## src/rtl/piso_bit_serializer.sv

```systemverilog
// rtl/piso_bit_serializer.sv - parallel-in serial-out stage feeding the 101 sequence detector
// Words are accepted on a valid/ready handshake and shifted out one bit per clock, gaplessly.
module piso_bit_serializer #(
    parameter int WIDTH     = 8,
    parameter bit MSB_FIRST = 1'b1,
    parameter int CNT_W     = 8
) (
    input  logic             clk,
    input  logic             reset,
    input  logic [WIDTH-1:0] load_data,
    input  logic             load_valid,
    output logic             load_ready,
    output logic             ser_out,
    output logic             ser_valid,
    output logic             ser_first,
    output logic             ser_last,
    output logic             busy,
    output logic [CNT_W-1:0] frames_sent
);

    localparam int unsigned CW = (WIDTH > 1) ? $clog2(WIDTH) : 1;
    localparam logic [CW-1:0] LAST_IDX     = CW'(WIDTH - 1);
    localparam logic [CW-1:0] PRELAST_IDX  = CW'(WIDTH - 2);
    localparam logic [CNT_W-1:0] FRAMES_MAX = {CNT_W{1'b1}};

    typedef enum logic {
        IDLE  = 1'b0,
        SHIFT = 1'b1
    } state_t;

    state_t           state_q, state_d;
    logic [CW-1:0]    cnt_q, cnt_d;
    logic [WIDTH-1:0] shreg_q, shreg_d;
    logic             ser_out_q, ser_out_d;
    logic             ser_valid_q, ser_valid_d;
    logic             ser_first_q, ser_first_d;
    logic             ser_last_q, ser_last_d;
    logic [CNT_W-1:0] frames_q, frames_d;

    logic last_bit;
    logic accept;
    logic load_head;
    logic [WIDTH-1:0] load_rest;
    logic shreg_head;
    logic [WIDTH-1:0] shreg_rest;

    // The register holds the bits still to be sent, with the next one at the transmit end.
    always_comb begin
        if (MSB_FIRST) begin
            load_head  = load_data[WIDTH-1];
            load_rest  = {load_data[WIDTH-2:0], 1'b0};
            shreg_head = shreg_q[WIDTH-1];
            shreg_rest = {shreg_q[WIDTH-2:0], 1'b0};
        end else begin
            load_head  = load_data[0];
            load_rest  = {1'b0, load_data[WIDTH-1:1]};
            shreg_head = shreg_q[0];
            shreg_rest = {1'b0, shreg_q[WIDTH-1:1]};
        end
    end

    assign last_bit   = (state_q == SHIFT) && (cnt_q == LAST_IDX);
    assign load_ready = reset && ((state_q == IDLE) || last_bit);
    assign accept     = load_valid && load_ready;
    assign busy       = (state_q == SHIFT);

    always_comb begin
        state_d     = state_q;
        cnt_d       = cnt_q;
        shreg_d     = shreg_q;
        ser_out_d   = 1'b0;
        ser_valid_d = 1'b0;
        ser_first_d = 1'b0;
        ser_last_d  = 1'b0;
        frames_d    = frames_q;

        if (accept) begin
            state_d     = SHIFT;
            cnt_d       = '0;
            shreg_d     = load_rest;
            ser_out_d   = load_head;
            ser_valid_d = 1'b1;
            ser_first_d = 1'b1;
        end else if ((state_q == SHIFT) && !last_bit) begin
            cnt_d       = cnt_q + CW'(1);
            shreg_d     = shreg_rest;
            ser_out_d   = shreg_head;
            ser_valid_d = 1'b1;
            ser_last_d  = (cnt_q == PRELAST_IDX);
        end else if (last_bit) begin
            state_d = IDLE;
            cnt_d   = '0;
            shreg_d = '0;
        end

        // Count on the edge that retires the last bit; saturate rather than wrap.
        if (last_bit && (frames_q != FRAMES_MAX)) begin
            frames_d = frames_q + CNT_W'(1);
        end
    end

    always_ff @(posedge clk) begin
        if (!reset) begin
            state_q     <= IDLE;
            cnt_q       <= '0;
            shreg_q     <= '0;
            ser_out_q   <= 1'b0;
            ser_valid_q <= 1'b0;
            ser_first_q <= 1'b0;
            ser_last_q  <= 1'b0;
            frames_q    <= '0;
        end else begin
            state_q     <= state_d;
            cnt_q       <= cnt_d;
            shreg_q     <= shreg_d;
            ser_out_q   <= ser_out_d;
            ser_valid_q <= ser_valid_d;
            ser_first_q <= ser_first_d;
            ser_last_q  <= ser_last_d;
            frames_q    <= frames_d;
        end
    end

    assign ser_out     = ser_out_q;
    assign ser_valid   = ser_valid_q;
    assign ser_first   = ser_first_q;
    assign ser_last    = ser_last_q;
    assign frames_sent = frames_q;

endmodule

```

## config.mk

```make
export PLATFORM = sky130hd
export DESIGN_NAME = piso_bit_serializer
export DESIGN_NICKNAME = d
export VERILOG_FILES = /design/src/rtl/piso_bit_serializer.sv
export SDC_FILE = /design/constraint.sdc
export NUM_CORES = 1
export LEC_CHECK = 0
export CAP_MARGIN = 20
export CORE_MARGIN = 2
export CORE_UTILIZATION = 24
export DETAILED_ROUTE_END_ITERATION = 8
export GPL_ROUTABILITY_DRIVEN = 0
export SLEW_MARGIN = 20
export SYNTH_ARGS = -nofsm -noshare
export SYNTH_HDL_FRONTEND = slang
export SYNTH_SLANG_ARGS = --single-unit
```

## constraint.sdc

```tcl
create_clock -name clk -period 2.4 [get_ports clk]
set_input_delay 0.72 -clock clk [delete_from_list [all_inputs] [get_ports clk]]
set_output_delay 0.72 -clock clk [all_outputs]
set_load 0.005 [all_outputs]
```

Word level (Yosys, flattened, before mapping). Cells that the tools add are included.

Register bits after elaboration: 23. Input bits: 11. Output and inout bits: 14. Logic and storage cells: 43.

$add $sub $neg: 2. Equal/unequal tests: 4. Multiplexer cells: 13. Bitwise gates (word level): 3. Reduce and logical (&&, ||, !) cells: 13.

Operator list (count): 2-to-1 mux 8 bit (3); adder 8 x 1 -> 8 bit (second input constant) (1); 2-to-1 mux 1 bit (8); inequality test 8 bit (second input constant) (1); == test 3 bit (second input constant) (2); 2-to-1 mux 3 bit (2); logical AND 1 bit (5); nonzero test 2 bit (2); adder 3 x 1 -> 3 bit (second input constant) (1); inverter 1 bit (3); nonzero test 3 bit (1); OR reduction 3 bit (1); inequality test 2 bit (second input constant) (1); AND reduction 2 bit (1); OR reduction 2 bit (1); logical NOT 1 bit (1); logical OR 1 bit (1).

Longest topological paths before layout.
Depth after elaboration: 7. Mapped depth: 7. Depth with buffers taken out: 6.

Worst setup path before layout. Ideal clock, no wire load.

Path kind: input port to output port. Start point: input reset. End point: output load_ready. Data arrival time: 1.523 ns. Data required time: 1.680 ns. Slack: 0.157 ns. Stages on the path: 4. Path buffers: 2. Cells stage by stage: clkbuf_1 clkinv_1 clkbuf_1 nor2_1.

Word-level cells in the longest chain between the ends: 1.

Ends and longest elaborated chain: start, declared (RTL line 9) `input logic reset,`; logical AND 1 bit (RTL line 63) `assign load_ready = reset && ((state_q == IDLE) || last_bit);`; end, declared (RTL line 12) `output logic load_ready,`.

Every way passes these cells.

Worst setup path in the final report. Same ends and word-level chain as after synthesis.

==> results.py <==
metrics = {
    "sta": {
        "period_share": 0.967,
        "worst_pin_slew_ns": 0.458,
        "clock_skew_ns": 0.00569,
        "final_max_slew_viol_count": 0,
        "hold_viol": 0,
        "slew_headroom": 0.694,
        "whs_ns": 0.457,
        "setup_violations": 0,
        "fmax_mhz": 431,
        "min_period_ns": 2.32,
        "rsz0062_at_grt": "false",
    },
    "routing": {
        "dr_total_vias": 951,
        "drt-pass1-iter-count": 4,
        "vias_per_cell": 4.68,
        "drt_iter0_drc": 70,
        "routed_wl_mm": 2.28,
        "ant_nets": 0,
        "wl_per_cell_um": 11.2,
        "drc": 0,
    },
    "clock_tree": {
        "h-tree-depth": 1,
        "clkTransAtPathRegs_ns": 0.09,
        "cts_root_buf": "clkbuf_8",
        "clock-sinks": 23,
        "clock_tree.buffer_depth": 2,
        "clk_latency_ns": 0.26,
        "cts_tree": "built",
        "cts_made_buffers": 3,
    },
    "final_layout": {
        "drive_gt1_frac": 0.0915,
        "layout_common_cells": "23 x dfxtp_1, 23 x clkdlybuf4s50_1, 21 x nor2_1, 17 x nand2_1, 11 x nand3_1",
        "num-nets-final": 169,
        "fin_util": 0.341,
        "regArea_sq_um": 460,
        "num_antenna_cells": 0,
        "area_growth_pct": 34.6,
        "fillers": 457,
        "multi_input_area_sq_um": 520,
    },
    "worst_setup_path": {
        "path_buf_inv": 3,
        "critPathTopFamily": "buffers and inverters",
        "critPathRequiredTime_ns": 1.68,
        "critPathLaunch": "reset",
        "max_stage_delay_ns": 0.51,
        "cp_data_arrival_time_ns": 1.60,
        "startpoint_type": "input pin",
        "path_cells": "clkdlybuf4s50_1, inv_2, nor2_1, dlygate4sd2_1",
        "path_max_fanout": 2,
        "rr_startpoint": "cnt_q[0]$_SDFFE_PP0P_",
        "critPathKind": "input pin to output port",
        "slowest_stage": "clkdlybuf4s50_1",
        "cp-end-kind": "output port",
    },
    "power": {
        "peakVddDrop_mv": 0.220,
        "total_power_uw": 725,
        "comb_power_share": 0.113,
        "seq_power_share": 0.553,
        "switching_share": 0.238,
        "p_leak_uw": 0.000514,
        "p_clk_frac": 0.334,
        "powerDensity_nw_per_um2": 521,
        "internal-power_uw": 553,
        "p_switching_uw": 172,
    },
    "yosys": {
        "syn_area_sq_um": 1030,
        "ys_types": 30,
        "synth_cells": 127,
        "synth.top_cell.area_share": 0.445,
        "synth_edf_count": 0,
        "yosysWarnings": 0,
        "ys_seq_area_frac": 0.445,
        "synthFlopType": "dfxtp_1",
        "async_reset_ff_frac": 0,
        "avgSynthCellArea_sq_um": 8.15,
        "synth_area_leaders": "dfxtp_1 44%, nor2_1 7.6%, nand2_1 6.2%, nand3_1 5.3%, ha_1 4.8%",
        "synth_fp_nets": 142,
        "synth_seq_cells": 23,
        "synth_top_cell_by_area": "dfxtp_1",
    },
    "place": {
        "portBuffers": 24,
        "dp_hpwl_mm": 1.64,
    },
    "min_path": {
        "hp-start": "shreg_q[7]$_SDFFE_PN0P_",
        "min_path_type": "flip-flop to flip-flop",
    },
    "global_route": {
        "grt_pass1_vias": 873,
        "grt_max_degree": 19,
        "grt_util_all_layers": 0.0989,
        "grt_first_pass_wirelength_mm": 4.01,
        "grt.overflow.total": 0,
        "grt_antenna_before_repair": 0,
    },
    "outcome": {
        "status": "complete, no violations",
    },
    "floorplan": {
        "die_w_um": 69.7,
        "core_area_sq_um": 4090,
        "pin_count": 25,
        "initial_core_util": 0.253,
        "rows": 23,
        "die-area_sq_um": 4850,
        "dieHeight_um": 69.7,
    },
    "flow_run": {
        "maxCapViolCount": 0,
    },
}
==> cell type report <==
class                      instances  share of cell area
multi-input combinational         91               0.374
timing repair buffer              30               0.204
clock buffer                       3              0.0296
tap                               50              0.0449
inverter                           5              0.0135
sequential                        23               0.331
clock inverter                     1             0.00359
==> path summary, 6_finish.rpt <==
path,end,slack (ns),cells after the start
max reg2reg,frames_sent[3]$_SDFFE_PN0P_,0.69,7
max,load_ready,0.08,4
min reg2reg,ser_out$_SDFF_PN0_,0.46,2
min,ser_out$_SDFF_PN0_,0.46,2
==> what timing repair did <==
item                                    in CTS  in global routing
endpoints found under the setup margin       1                  1
hold buffers                                 0                  0
gates resized for setup                      1                  1
setup buffers                                0                  0
gates cloned                                 0                  0
==> synthesized netlist by cell type, drive strengths merged, types with 2 or more instances <==
cell type / number
o21ai: 4
o32a: 2
and3: 2
nand4: 4
buf: 3
nand3: 11
xor2: 2
a21oi: 4
dfxtp: 23
inv: 4
ha: 4
nand2: 17
nor2: 21
clkbuf: 5
mux2i: 2
nor3: 3
a31oi: 7
==> through the flow <==
stage | instances | TNS [ns] | setup slack (ns) | cell area [sq um]
3_5_place_dp | 199 | -0.259 | -0.259 | 1350
2_1_floorplan | 127 | 0 | 0.157 | 1030
6_report | 203 | 0 | 0.0796 | 1390
5_1_grt | 203 | 0 | 0.0359 | 1390
3_3_place_gp | 199 | -0.265 | -0.265 | 1350
4_1_cts | 203 | 0 | 0.0150 | 1390
==> cells by family after synthesis <==
family | Yosys count | synth area share
adders and majority gates | 4 | 0.0484
and+or+nand+nor | 62 | 0.283
AOI/OAI and AO/OA | 21 | 0.135
muxes | 2 | 0.0193
buffers and inverters | 13 | 0.0520
xor gates and xnor gates | 2 | 0.0169
DFF | 23 | 0.445
==> state kept, by name, summed over array words and instances, names as in the netlist <==
register,cells
busy,1
cnt_q,3
frames_sent,8
ser_first,1
ser_last,1
ser_out,1
ser_valid,1
shreg_q,7
==> worst reg2reg max path: cells and delay by family (launching register included) <==
kind	cells	cell delay, ns
compound gates	1	0.14
flops	1	0.37
fa+ha+maj	2	0.34
simple gates	3	0.63
buf+inv	1	0.16
==> layer usage <==
| metal | GRT usage | part of all wire | vias up |
|---|---|---|---|
| met5 | 0 | 0 | - |
| met4 | 0.0192 | 0.0031 | 0 |
| met3 | 0.0276 | 0.044 | 2 |
| met2 | 0.162 | 0.46 | 21 |
| met1 | 0.131 | 0.49 | 435 |
| li1 | - | - | 493 |
==> power by group through the flow <==
stage	clock, uW	combinational (uW)	sequential (uW)
global route	270	91.1	403
global placement	0	82.0	410
CTS	252	82.5	401
floorplan	0	40.3	410
finish	242	81.6	401
detailed placement	0	82.9	410
(Power assumes the default switching activity.)
